## src/rtl/riscv_fetch_unit.sv

```systemverilog
// Instruction fetch stage: PC, credit-limited imem requests, prefetch FIFO, redirect flush.
// Optional FETCH_STALL_CNT_EN adds a saturating stall_count output.
module riscv_fetch_unit #(
   parameter logic [31:0] RESET_PC   = 32'h0000_0000,
   parameter int unsigned FIFO_DEPTH = 4
) (
   input  logic        clk,
   input  logic        rst,
   output logic        imem_req_valid,
   input  logic        imem_req_ready,
   output logic [31:0] imem_addr,
   input  logic        imem_rsp_valid,
   input  logic [31:0] imem_rsp_data,
   output logic        ir_valid,
   input  logic        ir_ready,
   output logic [31:0] ir_data,
   output logic [31:0] ir_pc,
   input  logic        redirect_valid,
   input  logic [31:0] redirect_pc
`ifdef FETCH_STALL_CNT_EN
   ,
   output logic [31:0] stall_count
`endif
);

   localparam int unsigned AW = (FIFO_DEPTH > 1) ? $clog2(FIFO_DEPTH) : 1;
   localparam int unsigned CW = AW + 1;
   localparam logic [CW+1:0] DEPTH_S = (CW + 2)'(FIFO_DEPTH);

   typedef enum logic [0:0] {StRun, StDrain} state_e;

   state_e        state_q, state_d;
   logic [31:0]   pc_q, pc_d;
   logic [31:0]   rsp_pc_q, rsp_pc_d;
   logic [AW-1:0] rd_ptr_q, rd_ptr_d, wr_ptr_q, wr_ptr_d;
   logic [CW-1:0] count_q, count_d, outst_q, outst_d, discard_q, discard_d;
   logic [31:0]   fifo_data_q [FIFO_DEPTH];
   logic [31:0]   fifo_pc_q   [FIFO_DEPTH];
   logic [CW+1:0] credit_used;
   logic [31:0]   target_pc;
   logic          req_fire, push, drop, pop;
   logic          unused_redirect_lsbs;

   assign unused_redirect_lsbs = ^redirect_pc[1:0];
   assign target_pc = {redirect_pc[31:2], 2'b00};

   // Stale in-flight words still hold a credit until they come back.
   assign credit_used = {2'b00, count_q} + {2'b00, outst_q} + {2'b00, discard_q};

   assign imem_req_valid = !rst && !redirect_valid && (credit_used < DEPTH_S);
   assign imem_addr      = pc_q;
   assign req_fire       = imem_req_valid && imem_req_ready;

   assign ir_valid = !rst && (count_q != '0);
   assign ir_data  = ir_valid ? fifo_data_q[rd_ptr_q] : '0;
   assign ir_pc    = ir_valid ? fifo_pc_q[rd_ptr_q] : '0;

   assign pop  = ir_valid && ir_ready && !redirect_valid;
   assign push = imem_rsp_valid && (state_q == StRun) && !redirect_valid;
   assign drop = imem_rsp_valid && (state_q == StDrain) && !redirect_valid;

   always_comb begin
      pc_d      = pc_q;
      rsp_pc_d  = rsp_pc_q;
      rd_ptr_d  = rd_ptr_q;
      wr_ptr_d  = wr_ptr_q;
      count_d   = count_q;
      outst_d   = outst_q;
      discard_d = discard_q;
      state_d   = state_q;
      if (redirect_valid) begin
         pc_d      = target_pc;
         rsp_pc_d  = target_pc;
         rd_ptr_d  = '0;
         wr_ptr_d  = '0;
         count_d   = '0;
         outst_d   = '0;
         // A response landing this cycle is one of the old ones and is dropped.
         discard_d = discard_q + outst_q - CW'(imem_rsp_valid);
      end else begin
         if (req_fire) pc_d = pc_q + 32'd4;
         if (push) begin
            wr_ptr_d = wr_ptr_q + AW'(1);
            rsp_pc_d = rsp_pc_q + 32'd4;
         end
         if (pop) rd_ptr_d = rd_ptr_q + AW'(1);
         count_d   = count_q + CW'(push) - CW'(pop);
         outst_d   = outst_q + CW'(req_fire) - CW'(push);
         discard_d = discard_q - CW'(drop);
      end
      unique case (state_q)
         StRun:   if (discard_d != '0) state_d = StDrain;
         StDrain: if (discard_d == '0) state_d = StRun;
         default: state_d = StRun;
      endcase
   end

   always_ff @(posedge clk) begin
      if (rst) begin
         state_q   <= StRun;
         pc_q      <= RESET_PC;
         rsp_pc_q  <= RESET_PC;
         rd_ptr_q  <= '0;
         wr_ptr_q  <= '0;
         count_q   <= '0;
         outst_q   <= '0;
         discard_q <= '0;
      end else begin
         assert (!(push && !pop && (count_q == CW'(FIFO_DEPTH))));
         state_q   <= state_d;
         pc_q      <= pc_d;
         rsp_pc_q  <= rsp_pc_d;
         rd_ptr_q  <= rd_ptr_d;
         wr_ptr_q  <= wr_ptr_d;
         count_q   <= count_d;
         outst_q   <= outst_d;
         discard_q <= discard_d;
      end
   end

   always_ff @(posedge clk) begin
      if (push) begin
         fifo_data_q[wr_ptr_q] <= imem_rsp_data;
         fifo_pc_q[wr_ptr_q]   <= rsp_pc_q;
      end
   end

`ifdef FETCH_STALL_CNT_EN
   logic [31:0] stall_q;

   always_ff @(posedge clk) begin
      if (rst) begin
         stall_q <= '0;
      end else if (ir_ready && !ir_valid && (stall_q != '1)) begin
         stall_q <= stall_q + 32'd1;
      end
   end

   assign stall_count = stall_q;
`endif

endmodule

```

## config.mk

```make
export PLATFORM = sky130hd
export DESIGN_NAME = riscv_fetch_unit
export DESIGN_NICKNAME = d
export VERILOG_FILES = /design/src/rtl/riscv_fetch_unit.sv
export SDC_FILE = /design/constraint.sdc
export NUM_CORES = 1
export LEC_CHECK = 0
export CAP_MARGIN = 20
export CORE_UTILIZATION = 35
export DETAILED_ROUTE_END_ITERATION = 7
export SETUP_SLACK_MARGIN = 0.05
export SLEW_MARGIN = 15
export SYNTH_ARGS = -nofsm -noshare
export SYNTH_HDL_FRONTEND = slang
export SYNTH_SLANG_ARGS = --single-unit
```

## constraint.sdc

```tcl
create_clock -name clk -period 7 [get_ports clk]
set_clock_uncertainty 0.05 [all_clocks]
set_input_delay 1.4 -clock clk [delete_from_list [all_inputs] [get_ports clk]]
set_output_delay 1.4 -clock clk [all_outputs]
set_load 0.005 [all_outputs]
```

Word-level counts from Yosys, hierarchy flattened
Memory sizes are Yosys's and may differ from the RTL's. A register that Yosys moved wholly into a read port is not among the register bits.
Cells that the tools add are included.
{"block": "word_totals", "rom_bits": 0, "latch_bits": 0, "out_inout_bits": 98, "regBits": 78, "input_bits": 70, "mem_bits_rw": 256, "mem_count": 2}
{"name": "fifo_data_q", "words": 4, "word_bits": 32, "read_ports": 1, "rd_clocked_by_memory_dff": 1, "write_ports": 1, "line_no": "37", "rtl": "logic [31:0] fifo_data_q [FIFO_DEPTH];"}
{"name": "fifo_pc_q", "words": 4, "word_bits": 32, "read_ports": 1, "rd_clocked_by_memory_dff": 1, "write_ports": 1, "line_no": "38", "rtl": "logic [31:0] fifo_pc_q [FIFO_DEPTH];"}
{"block": "classes", "shift": 0, "mul": 0, "eq_ne": 0, "addsub": 13, "bitwise": 1, "reduce_logical": 18, "n_div": 0, "n_mux": 16, "order_cmp": 1}
{"cell": "32-bit 2-to-1 mux", "count": 6}
{"cell": "32-bit by 3-bit adder with 32-bit output (second input constant)", "count": 2}
{"cell": "3-bit by 1-bit subtractor with 3-bit output", "count": 4}
{"cell": "1-bit logical AND", "count": 10}
{"cell": "2-bit 2-to-1 mux", "count": 4}
{"cell": "3-bit by 1-bit adder with 3-bit output", "count": 2}
{"cell": "3-bit nonzero test", "count": 2}
{"cell": "4-bit by 3-bit adder with 5-bit output", "count": 1}
{"cell": "5-bit by 3-bit < comparator with 1-bit output (second input constant)", "count": 1}
{"cell": "2-bit by 1-bit adder with 2-bit output (second input constant)", "count": 2}
{"cell": "3-bit by 3-bit adder with 4-bit output", "count": 1}
{"cell": "1-bit 2-to-1 mux", "count": 4}
{"cell": "2-bit nonzero test", "count": 2}
{"cell": "3-bit adder", "count": 1}
{"cell": "3-bit zero test", "count": 1}
{"cell": "3-bit 2-to-1 mux", "count": 1}
{"cell": "1-bit zero test", "count": 2}
{"cell": "1-bit one-hot mux with 2 select lines", "count": 1}
{"cell": "2-bit OR reduction", "count": 1}
{"cell": "1-bit inverter", "count": 1}

Depth between registers and ports, before layout
{"block": "logic_depth", "word_depth": 7, "mapped_depth": 17, "ltp_nobuf": 16}

Least setup slack after synthesis
Ideal clock, no wire load.
{"block": "synth_path", "path_kind": "input -> register", "startpoint": "in redirect_valid", "endpoint": "mem fifo_data_q[0][0], enable pin", "t_arrival_ns": 3.286, "slack_ns": 3.237, "path_stages": 4, "n_path_buf": 0, "path_cell_list": "clkinv_1 > nand3_1 > inv_1 > and2_1"}
{"block": "synth_via", "elab_chain_cells": 4}
{"element": "start: declaration", "line_no": "18", "rtl": "input logic redirect_valid,"}
{"element": "1-bit zero test", "line_no": "59", "rtl": "assign push = imem_rsp_valid && (state_q == StRun) && !redirect_valid;"}
{"element": "1-bit logical AND", "line_no": "59"}
{"element": "named net push", "line_no": "41", "rtl": "logic req_fire, push, drop, pop;"}
{"element": "1-bit 2-to-1 mux", "line_no": "122", "rtl": "if (push) begin"}
{"element": "1-bit 2-to-1 mux (not written as such)", "line_no": "123", "rtl": "fifo_data_q[wr_ptr_q] <= imem_rsp_data;"}
{"element": "end: declaration", "line_no": "37"}
The timed path passes the listed nets, and every way through them passes these cells.

Final worst setup path
{"block": "layout_path", "startpoint": "in redirect_valid", "endpoint": "out imem_req_valid"}
{"block": "layout_via", "elab_chain_cells": 3}
{"element": "1-bit zero test", "line_no": "50", "rtl": "assign imem_req_valid = !rst && !redirect_valid && (credit_used < DEPTH_S);"}
{"element": "1-bit logical AND (2 in a row)", "line_no": "50"}
{"element": "end: declaration", "line_no": "9", "rtl": "output logic imem_req_valid,"}
Every way passes these cells.

==> impl_metrics.csv <==
group,metric,value,unit
finish,finish.utilization,44.3,%
logic_synthesis,synth_cell_type_count,66,
cts,postCtsSetupBuffers,0,
logic_synthesis,avgSynthCellArea,14.9,sq um
cts,cts_buffers,37,
min_path,holdPathStages,2,
cts,cts_max_level,2,
routing,vias,8384,
pwr,p_leak,5.53,nW
cts,clockBufferDepth,3,
status,outcome,"finished, final reports clean",
routing,wl,31.3,mm
cts,clk_latency,0.51,ns
setup_path,crit_fanout,40,
timing,max_freq,207,MHz
grt,grt_overflow,0,
placed_design,portBuffers,161,
finish,synthToLayoutAreaGrowth,24.3,%
routing,drtAntennaViolNets,0,
setup_path,startpoint_type,"input pin",
timing,setup_viol,0,
timing,hold_violations,0,
grt,grt_pass1_vias,8419,
setup_path,cpMostUsedCell,"clkdlybuf4s50_1",
timing,slew_violations,0,
grt,grtUsageTotal,15.6,%
logic_synthesis,syn-cell-area,0.0138,sq mm
finish,nets,1194,
placed_design,dp_hpwl,19.8,mm
routing,drc,0,
floorplanning,rows,72,
timing,final.setup.tns,0,ns
logic_synthesis,ys_ff_latch,324,
setup_path,critPathKind,"in -> out",
pwr,comb_power_share,7.3,%
logic_synthesis,yosysTopAreaCellShare,54.0,%
pwr,seq_power_share,50.8,%
placed_design,gp_congestion,0.829,
setup_path,reg2regPathDepth,16,
floorplanning,die_area,0.0402,sq mm
pwr,ir_drop,137,uV
finish,final_layout_size_suffix_gt1_share,13.1,%
pwr,p_sw,0.944,mW
setup_path,worst_setup_path_end_kind,"output port",
routing,firstDrtPassIters,4,
floorplanning,die_h,201,um
floorplanning,core_area,0.0387,sq mm
logic_synthesis,synth-async-reset-ratio,0,%
routing,wl_per_cell,19.0,um
logic_synthesis,synth-edff-count,248,
routing,drt_iter0_drc,454,
setup_path,crit_chain,"clkdlybuf4s50_1 -> buf_4 -> or2_1 -> nor3_1 -> clkdlybuf4s50_1",
logic_synthesis,yosys_warnings,0,
pwr,powerDensity,253,mW/mm^2
cts,cts_resized,0,
grt,grt_max_degree,64,
floorplanning,initial_utilization,35.6,%
grt,grt_pass1_wl,48.8,mm
pwr,internal_power,3.39,mW
logic_synthesis,synth_seq_area_share,65.0,%
cts,clock-sinks,324,
timing,worst_slew_pin_slew,0.980,ns
logic_synthesis,ys.flop_type,"edfxtp_1",
flow_run,max-cap-violations,0,
cts,hold_buffers,0,
timing,period_needed,4.84,ns
cts,clk_pin_slew,0.06,ns
cts,root_buffer,"clkbuf_16",
grt,antenna_found_initial,0,
timing,fin_crit_sh,69.2,%
timing,rsz0062_at_grt,"false",
timing,slew_headroom,34.7,%
logic_synthesis,synthTopCellsByArea,"edfxtp_1 (54%), dfxtp_1 (11%), mux4_2 (10%)",
min_path,min_path_type,"reg -> reg",
setup_path,crit_path_top_delay_cell,"clkdlybuf4s50_1",
setup_path,cp_slowest_stage_delay,0.55,ns
setup_path,arrival,3.39,ns
logic_synthesis,syn_inst,927,
logic_synthesis,yosysTopAreaCell,"edfxtp_1",
floorplanning,die_width,201,um
placed_design,dp.cells,1579,
finish,finalNonFillerCells,1644,
cts,cts_tree,"built",
pwr,p_clk_share,41.9,%
setup_path,required,5.55,ns
finish,antenna_cells,0,
floorplanning,ios,168,
routing,viasPerCell,5.10,
pwr,p_sw_share,21.8,%
-- state kept, by name, summed over array words and instances, names as in the netlist, 3 cells and up, named ones only --
name / flops
fifo_data_q: 128
imem_addr: 30
discard_q: 3
fifo_pc_q: 120
count_q: 3
outst_q: 3
rsp_pc_q: 30
-- layout by cell type (no fill, tap or decap), drive strengths merged, types with 12 or more instances in the layout --
cell	count
edfxtp	248
clkbuf	50
xnor2	20
a31oi	17
clkdlybuf4s50	160
inv	27
nand2	50
o22ai	12
xor2	19
a21boi	18
mux4	62
a21oi	18
ha	17
nor2	40
clkinv	13
dfxtp	76
and2	73
buf	19
nand4	24
nand3	26
nor3	13
-- power by group through the flow --
stage	logic (mW)	clock network, mW	registers [mW]
floorplan	0.174	0	2.22
global placement	0.314	0	2.24
detailed placement	0.318	0	2.24
CTS	0.320	1.87	2.20
global route	0.349	1.95	2.21
finish	0.315	1.82	2.20
-- stage by stage --
stage | hold slack, ns | setup slack [ns] | power (mW) | cell area [sq um]
6_report | 0.493 | 2.16 | 4.34 | 17200
5_1_grt | 0.517 | 1.99 | 4.51 | 17200
4_1_cts | 0.487 | 2.14 | 4.39 | 17100
3_5_place_dp | 0.474 | 2.16 | 2.56 | 16000
3_3_place_gp | 0.464 | 2.14 | 2.55 | 16000
2_1_floorplan | 0.432 | 3.24 | 2.40 | 13800
-- synthesized netlist by cell type, types with 13 or more instances --
cell type and number:
a21boi_0 18, a21oi_1 18, a31oi_1 17, and2_1 73
clkbuf_1 33, dfxtp_1 76, edfxtp_1 248, ha_1 17
inv_1 26, mux4_2 62, nand2_1 49, nand3_1 25
nand4_1 22, nor2_1 40, nor3_1 13, xnor2_1 20
xor2_1 19
-- final cells by class --
cell class / instances / area [sq um]
clock buffer: 49 / 1010
clock inverter: 15 / 128
fill: 3505 / 21600
inverter: 28 / 105
multi-input combinational: 530 / 4530
sequential: 324 / 8970
tap: 518 / 648
timing repair buffer: 180 / 1750
-- worst max-delay path: cells and delay by family --
family	cells	cell delay, ns
buffers and inverters	3	1.27
and+or+nand+nor	2	0.71
-- per-layer routing --
metal / GRT usage [%] / up-vias / wire length, um
met1: 22.4 / 4170 / 14900
li1: - / 3916 / -
met3: 2.78 / 44 / 1570
met4: 4.23 / 0 / 600
met5: 0 / - / 0
met2: 24.2 / 254 / 14200
-- final timing paths --
check	slack, ns	to	startpoint
max	2.16	imem_req_valid	redirect_valid
min	0.49	imem_addr[8]$_SDFFE_PP0P_	imem_addr[8]$_SDFFE_PP0P_
max reg2reg	2.71	outst_q[2]$_SDFF_PP0_	count_q[1]$_SDFF_PP0_
min reg2reg	0.49	imem_addr[8]$_SDFFE_PP0P_	imem_addr[8]$_SDFFE_PP0P_
-- kinds of logic (layout without fill, tap and decap cells) --
family	after synthesis	after routing	synth area share, %
AOI/OAI and AO/OA	115	115	5.70
other	1	4	0.0272
and+or+nand+nor	284	284	11.6
buffers and inverters	76	272	2.28
adders and majority gates	23	23	2.41
xor gates and xnor gates	40	40	2.65
DFF	324	324	65.0
muxes	64	64	10.3
No activity file was read; power rests on OpenSTA's default activity.
